File: src/rtl/hazard_pkg.sv
// Shared types for the hazard/stall controller:
// FSM states, output classes and their control decode.
package hazard_pkg;

  typedef enum logic [1:0] {
    RUN      = 2'd0,
    LU_STALL = 2'd1,
    MEM_WAIT = 2'd2
  } state_t;

  localparam int REG_ZERO = 0;

  typedef enum logic [1:0] {
    CLS_FREEZE = 2'd0,
    CLS_FLOW   = 2'd1,
    CLS_BRANCH = 2'd2,
    CLS_LU     = 2'd3
  } cls_t;

  typedef struct packed {
    logic pcWrite;
    logic ifIdWrite;
    logic idExWrite;
    logic exMemWrite;
    logic memWbWrite;
    logic ifIdFlush;
    logic idExFlush;
  } ctrl_t;

  function automatic ctrl_t clsCtrl(cls_t cls);
    ctrl_t c;
    c = '0;
    case (cls)
      CLS_FLOW:   c = 7'b1111100;
      CLS_BRANCH: c = 7'b1111111;
      CLS_LU:     c = 7'b0011101;
      default:    c = 7'b0000000;
    endcase
    return c;
  endfunction

endpackage

File: src/rtl/hazard_stall_ctrl_if.sv
// Hazard-unit bundle: pipeline status in,
// register enables, flushes and counters out.
interface hazard_stall_ctrl_if #(
  parameter int REG_ADDR_W = 5,
  parameter int CNT_W      = 32
);

  logic [REG_ADDR_W-1:0] if_id_rs;
  logic [REG_ADDR_W-1:0] if_id_rt;
  logic                  id_uses_rt;
  logic                  id_ex_memRead;
  logic [REG_ADDR_W-1:0] id_ex_rt;
  logic                  ex_branch_taken;
  logic                  mem_req;
  logic                  mem_ready;

  logic                  PCWrite;
  logic                  IF_ID_write;
  logic                  ID_EX_write;
  logic                  EX_MEM_write;
  logic                  MEM_WB_write;
  logic                  IF_ID_flush;
  logic                  ID_EX_flush;
  logic [CNT_W-1:0]      stall_count;
  logic [CNT_W-1:0]      flush_count;

  modport master (
    output if_id_rs, if_id_rt, id_uses_rt,
    output id_ex_memRead, id_ex_rt,
    output ex_branch_taken, mem_req, mem_ready,
    input  PCWrite, IF_ID_write, ID_EX_write,
    input  EX_MEM_write, MEM_WB_write,
    input  IF_ID_flush, ID_EX_flush,
    input  stall_count, flush_count
  );

  modport slave (
    input  if_id_rs, if_id_rt, id_uses_rt,
    input  id_ex_memRead, id_ex_rt,
    input  ex_branch_taken, mem_req, mem_ready,
    output PCWrite, IF_ID_write, ID_EX_write,
    output EX_MEM_write, MEM_WB_write,
    output IF_ID_flush, ID_EX_flush,
    output stall_count, flush_count
  );

endinterface

File: src/rtl/hazard_stall_ctrl_sat_counter.sv
// Saturating up-counter: sticks at all-ones,
// never wraps back to zero.
module sat_counter #(
  parameter int W = 32
) (
  input  logic         Clk,
  input  logic         Reset,
  input  logic         inc,
  output logic [W-1:0] count
);

  // count up on inc until all-ones
  always_ff @(posedge Clk or negedge Reset) begin
    if (!Reset) begin
      count <= '0;
    end else if (inc && (count != '1)) begin
      count <= count + 1'b1;
    end
  end

endmodule

File: src/rtl/hazard_stall_ctrl.sv
// Load-use, branch-flush and memory-wait sequencing
// for the 5-stage pipeline, plus event counters.
module hazard_stall_ctrl
  import hazard_pkg::*;
#(
  parameter int REG_ADDR_W        = 5,
  parameter int LOAD_STALL_CYCLES = 1,
  parameter int CNT_W             = 32
) (
  input logic                Clk,
  input logic                Reset,
  hazard_stall_ctrl_if.slave bus
);

  localparam int REM_W =
    (LOAD_STALL_CYCLES > 1) ? $clog2(LOAD_STALL_CYCLES) : 1;

  state_t           state;
  state_t           stateNext;
  state_t           ret;
  state_t           retNext;
  logic [REM_W-1:0] rem;
  logic [REM_W-1:0] remNext;
  cls_t             cls;
  ctrl_t            ctrl;
  logic             hz;
  logic             memWait;
  logic             runRule;
  logic             luRule;
  logic             stallInc;
  logic             flushInc;

  assign hz = bus.id_ex_memRead
    && (bus.id_ex_rt != REG_ADDR_W'(REG_ZERO))
    && ((bus.id_ex_rt == bus.if_id_rs)
      || (bus.id_uses_rt
        && (bus.id_ex_rt == bus.if_id_rt)));

  assign memWait = bus.mem_req && !bus.mem_ready;

  // a released MEM_WAIT re-runs its return state's rules
  assign runRule =
    ((state == RUN) && !memWait)
    || ((state == MEM_WAIT) && bus.mem_ready
      && (ret == RUN));

  assign luRule =
    ((state == LU_STALL) && !memWait)
    || ((state == MEM_WAIT) && bus.mem_ready
      && (ret == LU_STALL));

  // state, return state and remaining-stall register
  always_ff @(posedge Clk or negedge Reset) begin
    if (!Reset) begin
      state <= RUN;
      ret   <= RUN;
      rem   <= '0;
    end else begin
      state <= stateNext;
      ret   <= retNext;
      rem   <= remNext;
    end
  end

  // next-state selection
  always_comb begin
    stateNext = state;
    retNext   = ret;
    remNext   = rem;
    unique case (1'b1)
      runRule: begin
        stateNext = RUN;
        if (!bus.ex_branch_taken && hz
            && (LOAD_STALL_CYCLES > 1)) begin
          stateNext = LU_STALL;
          remNext   = REM_W'(LOAD_STALL_CYCLES - 1);
        end
      end
      luRule: begin
        remNext   = rem - 1'b1;
        stateNext = (rem == REM_W'(1)) ? RUN : LU_STALL;
      end
      default: begin
        stateNext = MEM_WAIT;
        if (state != MEM_WAIT) begin
          retNext = (state == LU_STALL) ? LU_STALL : RUN;
        end
      end
    endcase
  end

  // output class for this cycle
  always_comb begin
    cls = CLS_FREEZE;
    unique case (1'b1)
      runRule: begin
        if (bus.ex_branch_taken) begin
          cls = CLS_BRANCH;
        end else if (hz) begin
          cls = CLS_LU;
        end else begin
          cls = CLS_FLOW;
        end
      end
      luRule:  cls = CLS_LU;
      default: cls = CLS_FREEZE;
    endcase
  end

  assign ctrl = Reset ? clsCtrl(cls) : '0;

  assign bus.PCWrite      = ctrl.pcWrite;
  assign bus.IF_ID_write  = ctrl.ifIdWrite;
  assign bus.ID_EX_write  = ctrl.idExWrite;
  assign bus.EX_MEM_write = ctrl.exMemWrite;
  assign bus.MEM_WB_write = ctrl.memWbWrite;
  assign bus.IF_ID_flush  = ctrl.ifIdFlush;
  assign bus.ID_EX_flush  = ctrl.idExFlush;

  assign stallInc = (cls == CLS_LU) || (cls == CLS_FREEZE);
  assign flushInc = (cls == CLS_BRANCH);

  sat_counter #(.W(CNT_W)) stallCnt (
    .Clk   (Clk),
    .Reset (Reset),
    .inc   (stallInc),
    .count (bus.stall_count)
  );

  sat_counter #(.W(CNT_W)) flushCnt (
    .Clk   (Clk),
    .Reset (Reset),
    .inc   (flushInc),
    .count (bus.flush_count)
  );

endmodule
File: src/flat_wrapper.sv
// flat-port wrapper written by rule: the top's interface ports become plain ports
module hazard_stall_ctrl_flat import hazard_pkg::*;
#(
  parameter int REG_ADDR_W        = 5,
  parameter int LOAD_STALL_CYCLES = 1,
  parameter int CNT_W             = 32
)
  (Clk, Reset, bus_if_id_rs, bus_if_id_rt, bus_id_uses_rt, bus_id_ex_memRead, bus_id_ex_rt, bus_ex_branch_taken, bus_mem_req, bus_mem_ready, bus_PCWrite, bus_IF_ID_write, bus_ID_EX_write, bus_EX_MEM_write, bus_MEM_WB_write, bus_IF_ID_flush, bus_ID_EX_flush, bus_stall_count, bus_flush_count);
  hazard_stall_ctrl_if #(.REG_ADDR_W(REG_ADDR_W), .CNT_W(CNT_W)) bus_i ();
  input logic Clk;
  input logic Reset;
  input wire logic [$bits(bus_i.if_id_rs)-1:0] bus_if_id_rs;
  input wire logic [$bits(bus_i.if_id_rt)-1:0] bus_if_id_rt;
  input wire logic [$bits(bus_i.id_uses_rt)-1:0] bus_id_uses_rt;
  input wire logic [$bits(bus_i.id_ex_memRead)-1:0] bus_id_ex_memRead;
  input wire logic [$bits(bus_i.id_ex_rt)-1:0] bus_id_ex_rt;
  input wire logic [$bits(bus_i.ex_branch_taken)-1:0] bus_ex_branch_taken;
  input wire logic [$bits(bus_i.mem_req)-1:0] bus_mem_req;
  input wire logic [$bits(bus_i.mem_ready)-1:0] bus_mem_ready;
  output wire logic [$bits(bus_i.PCWrite)-1:0] bus_PCWrite;
  output wire logic [$bits(bus_i.IF_ID_write)-1:0] bus_IF_ID_write;
  output wire logic [$bits(bus_i.ID_EX_write)-1:0] bus_ID_EX_write;
  output wire logic [$bits(bus_i.EX_MEM_write)-1:0] bus_EX_MEM_write;
  output wire logic [$bits(bus_i.MEM_WB_write)-1:0] bus_MEM_WB_write;
  output wire logic [$bits(bus_i.IF_ID_flush)-1:0] bus_IF_ID_flush;
  output wire logic [$bits(bus_i.ID_EX_flush)-1:0] bus_ID_EX_flush;
  output wire logic [$bits(bus_i.stall_count)-1:0] bus_stall_count;
  output wire logic [$bits(bus_i.flush_count)-1:0] bus_flush_count;
  assign bus_i.if_id_rs = bus_if_id_rs;
  assign bus_i.if_id_rt = bus_if_id_rt;
  assign bus_i.id_uses_rt = bus_id_uses_rt;
  assign bus_i.id_ex_memRead = bus_id_ex_memRead;
  assign bus_i.id_ex_rt = bus_id_ex_rt;
  assign bus_i.ex_branch_taken = bus_ex_branch_taken;
  assign bus_i.mem_req = bus_mem_req;
  assign bus_i.mem_ready = bus_mem_ready;
  assign bus_PCWrite = bus_i.PCWrite;
  assign bus_IF_ID_write = bus_i.IF_ID_write;
  assign bus_ID_EX_write = bus_i.ID_EX_write;
  assign bus_EX_MEM_write = bus_i.EX_MEM_write;
  assign bus_MEM_WB_write = bus_i.MEM_WB_write;
  assign bus_IF_ID_flush = bus_i.IF_ID_flush;
  assign bus_ID_EX_flush = bus_i.ID_EX_flush;
  assign bus_stall_count = bus_i.stall_count;
  assign bus_flush_count = bus_i.flush_count;
  hazard_stall_ctrl #(.REG_ADDR_W(REG_ADDR_W), .LOAD_STALL_CYCLES(LOAD_STALL_CYCLES), .CNT_W(CNT_W)) u_core (.Clk(Clk), .Reset(Reset), .bus(bus_i));
endmodule
File: config.mk
export PLATFORM = sky130hd
export DESIGN_NAME = hazard_stall_ctrl_flat
export DESIGN_NICKNAME = d
export VERILOG_FILES = /design/src/rtl/hazard_pkg.sv /design/src/rtl/hazard_stall_ctrl_if.sv /design/src/rtl/hazard_stall_ctrl_sat_counter.sv /design/src/rtl/hazard_stall_ctrl.sv /design/src/flat_wrapper.sv
export SDC_FILE = /design/constraint.sdc
export NUM_CORES = 1
export LEC_CHECK = 0
export ABC_AREA = 0
export BUFFER_PORTS_ARGS = -buffer_cell sky130_fd_sc_hd__buf_2
export CAP_MARGIN = 0
export CORE_MARGIN = 10
export CORE_UTILIZATION = 48
export DETAILED_ROUTE_END_ITERATION = 8
export GPL_ROUTABILITY_DRIVEN = 0
export PLACE_DENSITY_LB_ADDON = 0.25
export SLEW_MARGIN = 20
export SYNTH_ARGS = -nofsm -noshare
export SYNTH_HDL_FRONTEND = slang
export SYNTH_SLANG_ARGS = --single-unit
File: constraint.sdc
create_clock -name Clk -period 2.5 [get_ports Clk]
set_input_delay 0.125 -clock Clk [delete_from_list [all_inputs] [get_ports Clk]]
set_output_delay 0.125 -clock Clk [all_outputs]
set_load 0.01 [all_outputs]
==> out/metrics.cfg <==
[place]
portBuffers=92
dp_hpwl_mm=6.51
place_area_um2=4250

[sta]
hold_viol=0
fin_ws_ps=-52.7
fmax_mhz=392
rsz0062_at_grt=yes
fin_worst_skew_ps=11.4
min_period_ps=2550
drv_slew=0
min_period_over_period_pct=102
final-setup-viol-count=6
relSlewSlack_pct=51.7
worst-slew-pin-transition_ps=719

[routing]
viasPerCell=5.29
ant_nets=0
wl_per_cell_um=15.7
dr.pass1.iters=5
vias=2965
initialDrtViolationCount=82
drc=0
drt_wl_total_mm=8.81

[critical_path]
end_kind=register
cp_data_required_time_ps=2740
cp_data_arrival_time_ps=2790
worstSetupStartpointType=register
cp_max_fo=4
crit_type=register to register
r2r_cells=11

[cts]
clk_latency_ps=350
cts_root_buffer=clkbuf_8
cts_buffers=9
clock_path_buffers=2
htree_levels=3
cts_tree=done
path_clk_slew_ps=80
cts.sinks=68

[global_routing]
grtUsageTotal_pct=15.7
grt_pass1_wl_mm=14.6
grt_max_degree=34
grt_pass1_vias=3106
antenna_found_initial=0
grt_overflow=0

[worst_hold_path]
hp-class=input port to async pin

[layout]
nets=485
diodes=0
fill_cells=603
fin_util_pct=63.9
finalInstanceArea_um2=4580
syn_to_final_growth_pct=31.0
drive_gt1_share_pct=36.1

[yosys]
syn_avg_cell_area_um2=10.6
ys_seq_area_share_pct=48.6
synth_cells=330
synth_ff_type=dfrtp_1
yosysUniqueCellTypes=42
synth_edf_count=0
syn-cell-area_um2=3500
ys_warn_count=0
syn-num-nets=358
ys_ff_latch=68
synthArstFlopShare_pct=100

[pwr]
p_leak_nw=2.23
p_per_area_nw_per_um2=614
vdd_ir_drop_max_v=0.000509

[job]
max_cap_violations=0

[die]
io_pins=93
die_height_um=105
coreArea_um2=7180
die_area_um2=11100
rows=31
die_width_um=105
start_util_pct=48.8

[run_status]
status=complete, but fails checks
failed_checks=negative setup slack

==> report_power, final <==
group / switching [mW] / internal [mW] / leakage [nW] / total, mW
sequential: 0.159 / 1.21 / 0.894 / 1.37
combinational: 0.263 / 0.258 / 1.24 / 0.521
clock: 0.440 / 0.485 / 0.0983 / 0.926
==> routing by layer <==
metal	share of wire [%]	global-route usage [%]	vias to the layer above	wire length (um)
met1	43	17.9	1443	3810
li1	-	-	1425	-
met4	1.7	6.37	0	154
met5	0	0	-	0
met3	5.2	4.57	18	462
met2	50	27.2	79	4390
==> flip-flops by register name (all words and copies together) (netlist names) <==
name	cells
u_core.flushCnt.count	32
u_core.stallCnt.count	32
u_core.state	2
u_core.rem	1
u_core.ret	1
==> Yosys cell counts, drive strengths merged (2+ instances only) <==
cell type	number	share of area, %
dfrtp	68	49
xnor2	46	12
nand4	29	5.2
nand2	27	2.9
xor2	26	6.5
nor2	21	2.3
nand3	18	2.7
nor3	12	1.7
inv	11	1.2
and4	9	2.3
and3	7	1.3
buf	7	1.2
ha	6	2.1
nor4	6	1.3
a21oi	4	0.57
nor2b	4	0.72
nor3b	4	1.3
or4	4	0.97
and2	3	0.54
a211oi	2	0.57
mux2	2	0.64
==> critical path, stage by stage (launching register included) <==
cell and delay (ps):
dfrtp_1 380, nor2b_2 60, buf_4 140, a32oi_2 240, a21oi_2 100, inv_1 100, ha_2 210, nand4_1 140
or4_4 450, a211oi_4 300, nand4_1 160, xnor2_1 160
==> path summary, 6_finish.rpt <==
check | startpoint | end | slack (ps)
max in group asynchronous | Reset | u_core.stallCnt.count[30]$_DFFE_PN0P_ | 1480
min in group Clk | bus_mem_ready | u_core.state[1]$_DFF_PN0_ | 250
worst min register to register | u_core.rem$_DFFE_PN0N_ | u_core.state[0]$_DFF_PN0_ | 440
worst max-delay path | u_core.state[0]$_DFF_PN0_ | u_core.flushCnt.count[29]$_DFFE_PN0P_ | -50
worst min-delay path | Reset | u_core.flushCnt.count[26]$_DFFE_PN0P_ | 240
worst max register to register | u_core.state[0]$_DFF_PN0_ | u_core.flushCnt.count[29]$_DFFE_PN0P_ | -50
==> what timing repair did <==
item / CTS / global route
resized for setup: 4 / 18
setup buffers: 0 / 3
endpoints found under the setup margin: 15 / 41
hold endpoints to repair: 14 / 0
hold buffers: 1 / 0
pin swaps: 1 / 12
==> stage by stage <==
step | TNS, ps | worst slack (ps) | std cells | power [mW] | hold WS (ps)
5_1_grt | -1750 | -198 | 561 | 2.98 | 269
3_5_place_dp | -7060 | -351 | 541 | 1.90 | 91.3
4_1_cts | -31.6 | -11.4 | 558 | 2.83 | 246
6_report | -119 | -52.7 | 561 | 2.82 | 240
3_3_place_gp | -5100 | -249 | 541 | 1.88 | 92.1
2_1_floorplan | 0 | 1.82 | 330 | 1.63 | -171
==> cells in the final DEF (no fill, tap or decap), drive strengths merged, types with 2 or more instances in the layout <==
master / instances
buf: 123
dfrtp: 68
xnor2: 46
nand4: 29
nand2: 27
xor2: 26
nor2: 21
nand3: 18
nor3: 12
inv: 11
clkbuf: 10
and4: 9
and3: 7
ha: 6
nor4: 6
nor2b: 4
or4: 4
a21oi: 4
nor3b: 4
and2: 3
clkinv: 3
mux2: 2
clkinvlp: 2
a211oi: 2
==> cell type report <==
| cell class | count | area [um^2] | share of cell area [%] |
|---|---|---|---|
| sequential | 68 | 1700 | 37.1 |
| clock inverter | 6 | 63.8 | 1.39 |
| clock buffer | 10 | 138 | 3.00 |
| multi-input combinational | 243 | 1810 | 39.4 |
| timing repair buffer | 124 | 707 | 15.4 |
| tap | 99 | 124 | 2.70 |
| inverter | 11 | 41.3 | 0.901 |
==> logic make-up (layout without fill, tap and decap cells) <==
| family | Yosys count | count (layout) | synth area share, % |
|---|---|---|---|
| DFF | 68 | 68 | 48.6 |
| and+or+nand+nor | 146 | 146 | 23.5 |
| xor gates and xnor gates | 72 | 72 | 18.0 |
| muxes | 2 | 2 | 0.644 |
| AOI/OAI and AO/OA | 17 | 17 | 4.54 |
| adders and majority gates | 6 | 6 | 2.15 |
| buffers and inverters | 19 | 151 | 2.50 |
Note: power is estimated with default switching activity, not from simulation.
